`src/rtl/jtframe_jt49_decim_pkg.sv`:
```
// Shared constants and types for the JT49 source-side decimator.
// Channel count, level width and the legal decimation range live here.
package jtframe_jt49_decim_pkg;

    localparam int NCH      = 5;
    localparam int W        = 10;
    localparam int DECW_MIN = 1;
    localparam int DECW_MAX = 8;

    typedef logic [W-1:0] level_t;

endpackage

```
`src/rtl/jtframe_jt49_decim_ch.sv`:
```
// Single-channel box averager: sums 2^DECW enabled ticks, then latches the
// truncated mean into dout at window end and restarts from zero.
module jtframe_jt49_decim_ch
    import jtframe_jt49_decim_pkg::*;
#(
    parameter int DECW = 3
) (
    input  logic   clk,
    input  logic   rst,
    input  logic   cen,
    input  logic   win_end,
    input  logic   mute,
    input  level_t level,
    output level_t dout
);

    logic [W+DECW-1:0] acc;
    logic [W+DECW-1:0] sum;
    level_t            term;

    assign term = mute ? '0 : level;
    // The closing tick is folded into the output, so the sum is formed combinationally
    assign sum  = acc + {{DECW{1'b0}}, term};

    always_ff @(posedge clk or posedge rst) begin
        if (rst) begin
            acc  <= '0;
            dout <= '0;
        end else if (cen) begin
            if (win_end) begin
                dout <= sum[W+DECW-1:DECW];
                acc  <= '0;
            end else begin
                acc  <= sum;
            end
        end
    end

endmodule

```
`src/rtl/jtframe_jt49_decim.sv`:
```
// Five-channel PSG level decimator feeding the JT49 filter chain.
// Owns the window tick counter and the single-cycle sample strobe.
module jtframe_jt49_decim
    import jtframe_jt49_decim_pkg::*;
#(
    parameter int DECW = 3,
    parameter int W    = 10
) (
    input  logic         clk,
    input  logic         rst,
    input  logic         cen,
    input  logic [W-1:0] ch0,
    input  logic [W-1:0] ch1,
    input  logic [W-1:0] ch2,
    input  logic [W-1:0] ch3,
    input  logic [W-1:0] ch4,
    input  logic [4:0]   mute,
    output logic [W-1:0] dout0,
    output logic [W-1:0] dout1,
    output logic [W-1:0] dout2,
    output logic [W-1:0] dout3,
    output logic [W-1:0] dout4,
    output logic         sample
);

    if (DECW < DECW_MIN || DECW > DECW_MAX) begin : g_bad_decw
        $error("jtframe_jt49_decim: DECW=%0d outside %0d..%0d", DECW, DECW_MIN, DECW_MAX);
    end
    if (W != jtframe_jt49_decim_pkg::W) begin : g_bad_w
        $error("jtframe_jt49_decim: W must be %0d", jtframe_jt49_decim_pkg::W);
    end

    logic [DECW-1:0] cnt;
    logic            win_end;
    level_t          ch   [NCH];
    level_t          dout [NCH];

    assign win_end = (cnt == '1);

    assign ch[0] = ch0;
    assign ch[1] = ch1;
    assign ch[2] = ch2;
    assign ch[3] = ch3;
    assign ch[4] = ch4;

    assign dout0 = dout[0];
    assign dout1 = dout[1];
    assign dout2 = dout[2];
    assign dout3 = dout[3];
    assign dout4 = dout[4];

    // cnt wraps from all-ones to zero on its own, closing the window
    always_ff @(posedge clk or posedge rst) begin
        if (rst) begin
            cnt    <= '0;
            sample <= 1'b0;
        end else begin
            sample <= cen & win_end;
            if (cen) cnt <= cnt + 1'b1;
        end
    end

    for (genvar g = 0; g < NCH; g++) begin : g_ch
        jtframe_jt49_decim_ch #(
            .DECW (DECW)
        ) u_ch (
            .clk     (clk),
            .rst     (rst),
            .cen     (cen),
            .win_end (win_end),
            .mute    (mute[g]),
            .level   (ch[g]),
            .dout    (dout[g])
        );
    end

endmodule

```
`config.mk`:
```
export PLATFORM = sky130hd
export DESIGN_NAME = jtframe_jt49_decim
export DESIGN_NICKNAME = d
export VERILOG_FILES = /design/src/rtl/jtframe_jt49_decim_pkg.sv /design/src/rtl/jtframe_jt49_decim_ch.sv /design/src/rtl/jtframe_jt49_decim.sv
export SDC_FILE = /design/constraint.sdc
export NUM_CORES = 1
export LEC_CHECK = 0
export ABC_AREA = 0
export BUFFER_PORTS_ARGS = -buffer_cell sky130_fd_sc_hd__buf_2
export CORE_MARGIN = 2
export CORE_UTILIZATION = 58
export DETAILED_ROUTE_END_ITERATION = 8
export PLACE_DENSITY = 0.8
export SYNTH_ARGS = -nofsm -noshare
export SYNTH_HDL_FRONTEND = slang
export SYNTH_SLANG_ARGS = --single-unit
```
`constraint.sdc`:
```
create_clock -name clk -period 4.02 [get_ports clk]
set_input_delay 0.201 -clock clk [delete_from_list [all_inputs] [get_ports clk]]
set_output_delay 0.201 -clock clk [all_outputs]
set_load 0.05 [all_outputs]
```
==> metrics.md <==
| Metric | Value |
|---|---|
| Final setup vio count | 0 |
| Max frequency | 0.4181 GHz |
| Netlist Area Pre-Place | 7184 um^2 |
| RSZ-0062 raised after global routing | false |
| Global-route wire length before repair | 27840 um |
| Asr flop ratio synth | 100.0% |
| Gate count after technology mapping | 779 |
| Nets | 1003 |
| Clk slew on worst S/H paths | 0.06 ns |
| Placer Congestion | 0.8967 |
| EDFF count, synth | 0 |
| Peak supply drop | 504.4 uV |
| Multi-input logic area | 3859 um^2 |
| Initial core utilization | 59.56% |
| Hold/Removal Path Class | in -> reg |
| Worst Skew | 0.006444 ns |
| Minimum clock period | 2.392 ns |
| Pleak | 4.151 nW |
| Final Instance Area | 8524 um^2 |
| Clock latency on the worst-skew pair | 0.43 ns |
| Die Width | 115.3 um |
| Kind of end point of the critical path | register |
| Post-route setup TNS | 0 ns |
| Post-synthesis sequential area ratio | 41.45% |
| PostCTS Resize Cnt | 0 |
| CP Max Fanout | 49 |
| Total power per unit cell area | 820.8 nW/um^2 |
| Vias in the first global route | 5995 |
| Tightest Pin Transition | 0.8474 ns |
| Gr usage total | 26.36% |
| Outcome | finished clean |
| CTS Buf Count | 17 |
| ANT nets after route | 0 |
| Via count | 6001 |
| Die span in y | 115.3 um |
| # diodes | 0 |
| DRC | 0 |
| CP Cell Sequence | ha_1, ha_1, buf_4, nand2_4, buf_4, nor3_1, mux2i_1, nand2_1 |
| CP max stage delay | 0.50 ns |
| I/O Buffers | 108 |
| Overflow after GRT | 0 |
| Max-Cap Viols | 0 |
| Worst slew margin | 43.31% |
| Most frequent cells in the layout | dfrtp_1, buf_2, nand2_1, inv_1 |
| # IOs | 109 |
| Syn_nets | 894 |
| Core Region | 12060 um^2 |
| Pin count of the biggest net entering global routing | 56 |
| Routed length per instance | 15.27 um |
| Worst Path Arrival | 2.70 ns |
| FP Rows | 40 |
| Area Overhead vs Synth | 18.65% |
| Drt first pass iters | 5 |
| Non-Filler Instances | 1069 |
| Final Max Slew Viols | 0 |
| Root buffer cell | clkbuf_16 |
| Worst setup path category | reg -> reg |
| Place WS | 1.556 ns |
| FF+latch count, synth | 119 |
| Register area | 2978 um^2 |
| Final Hold Viols | 0 |
| Via density per instance | 5.614 |
| Post-DP Area | 7898 um^2 |
| Main synth FF type | dfrtp_1 |
| CTS Buffer Depth | 2 |
| Fill cell count | 902 |
| Initial antenna violation count | 0 |
| H-tree Lvls | 4 |
| Ys Warns | 0 |
| Crit start category | register |
| DPL Wire Length | 11490 um |
| Commonest non-fill, non-tap cell in the layout | dfrtp_1 |
| Final WL | 16320 um |
| CP max stage cell | buf_4 |
| Placed instance count | 1036 |
| Die Area | 13290 um^2 |
| Synth cell types | 54 |
| Clk sinks | 119 |
| Layout cell share with drive strength beyond 1 | 18.31% |
| Period utilization | 59.50% |
| Starting DRT DRC Count | 344 |
| CTS tree | built |
| Final setup margin | 1.628 ns |
| Synthesized area per cell | 9.223 um^2 |
| CP required | 4.33 ns |
## registers in the layout (all words and copies together) (netlist names)
| signal | flops |
|---|---|
| g_ch.u_ch.dout | 50 |
| sample | 1 |
| g_ch.u_ch.acc | 65 |
| cnt | 3 |
## where the power goes
part	leakage [nW]	internal, mW	total (mW)	switching, mW
clock	0.277	0.991	1.58	0.584
combinational	2.37	1.16	3.33	2.17
sequential	1.51	1.73	2.09	0.363
## timing repair
item / in CTS / in global routing
hold buffers: 1 / 0
setup buffers: 0 / 0
hold endpoints to repair: 53 / 0
## kinds of logic (layout without fill, tap and decap cells)
group / count (synthesis) / in the layout / share of synthesized area (%)
AOI/OAI and AO/OA: 243 / 243 / 21.86
and+or+nand+nor: 214 / 214 / 14.80
DFF: 119 / 119 / 41.45
buffers and inverters: 95 / 217 / 4.981
adders and majority gates: 57 / 57 / 10.45
xor gates and xnor gates: 43 / 43 / 5.242
muxes: 8 / 8 / 1.219
## through the flow
stage               total power [mW]  hold slack [ns]  utilization, %
floorplan                      4.645           0.4449               -
global route                   7.469           0.3108           70.67
detailed placement             5.406           0.3681           65.48
global placement               5.272           0.3549           65.48
CTS                            7.008           0.2645           70.67
finish                         6.996           0.2604           70.67
## cell usage after synthesis, types with 2 or more instances
cell      number  area, um^2
dfrtp_1      119        2978
nand2_1       77       289.0
inv_1         69       259.0
nor2b_1       60       375.4
o21ai_1       60       300.3
ha_1          52       650.6
o22ai_1       41       256.5
nor2_1        34       127.6
a21oi_1       28       140.1
o21ai_0       26       130.1
xnor2_1       25       219.0
clkbuf_1      24       90.09
xor2_1        18       157.7
nand2b_1      15       93.84
a21o_1        14       105.1
o21a_1        13       97.59
a211oi_1       9       67.56
a22o_1         8       70.07
nor3_1         8       40.04
o211ai_1       7       52.55
mux2_2         6       67.56
nand3_1        6       30.03
and3_1         5       31.28
fa_1           5       100.1
o31a_1         5       43.79
o32ai_1        5       43.79
a21boi_1       4       30.03
o31ai_1        4       30.03
o21bai_1       3       22.52
a211oi_2       2       25.02
a31oi_1        2       12.51
mux2i_1        2       20.02
or3_1          2       12.51
## worst max-delay path, delay by kind of cell, from the launching register on
family	cells	cell delay, ns
buffers and inverters	2	0.73
and+or+nand+nor	3	0.56
adders and majority gates	2	0.41
DFF	1	0.39
muxes	1	0.17
## final cells by class
cell class	instances	share of cell area (%)
multi-input combinational	565	45.27
sequential	119	34.93
timing repair buffer	115	6.987
clock buffer	18	5.152
inverter	70	3.112
tap	168	2.466
clock inverter	14	2.084
## path summary, 6_finish.rpt
path	startpoint	end	slack, ns	cells past startpoint
max in group asynchronous	rst	g_ch[2].u_ch.dout[0]	2.57	4
min	ch0[1]	g_ch[0].u_ch.acc[1]	0.26	4
min in group asynchronous	rst	g_ch[3].u_ch.dout[0]	0.46	3
min reg2reg	g_ch[2].u_ch.dout[2]	g_ch[2].u_ch.dout[2]	0.47	2
max	cnt[0]	g_ch[1].u_ch.dout[9]	1.63	8
max reg2reg	cnt[0]	g_ch[1].u_ch.dout[9]	1.63	8
## metal layers
layer / routed length (um) / GRT usage [%] / vias to the layer above
met5: 0 / 0 / -
met4: 353 / 10.20 / 0
met3: 675 / 4.797 / 27
met2: 7949 / 44.75 / 144
met1: 7340 / 33.62 / 2884
li1: - / - / 2946
(Power assumes the default switching activity.)
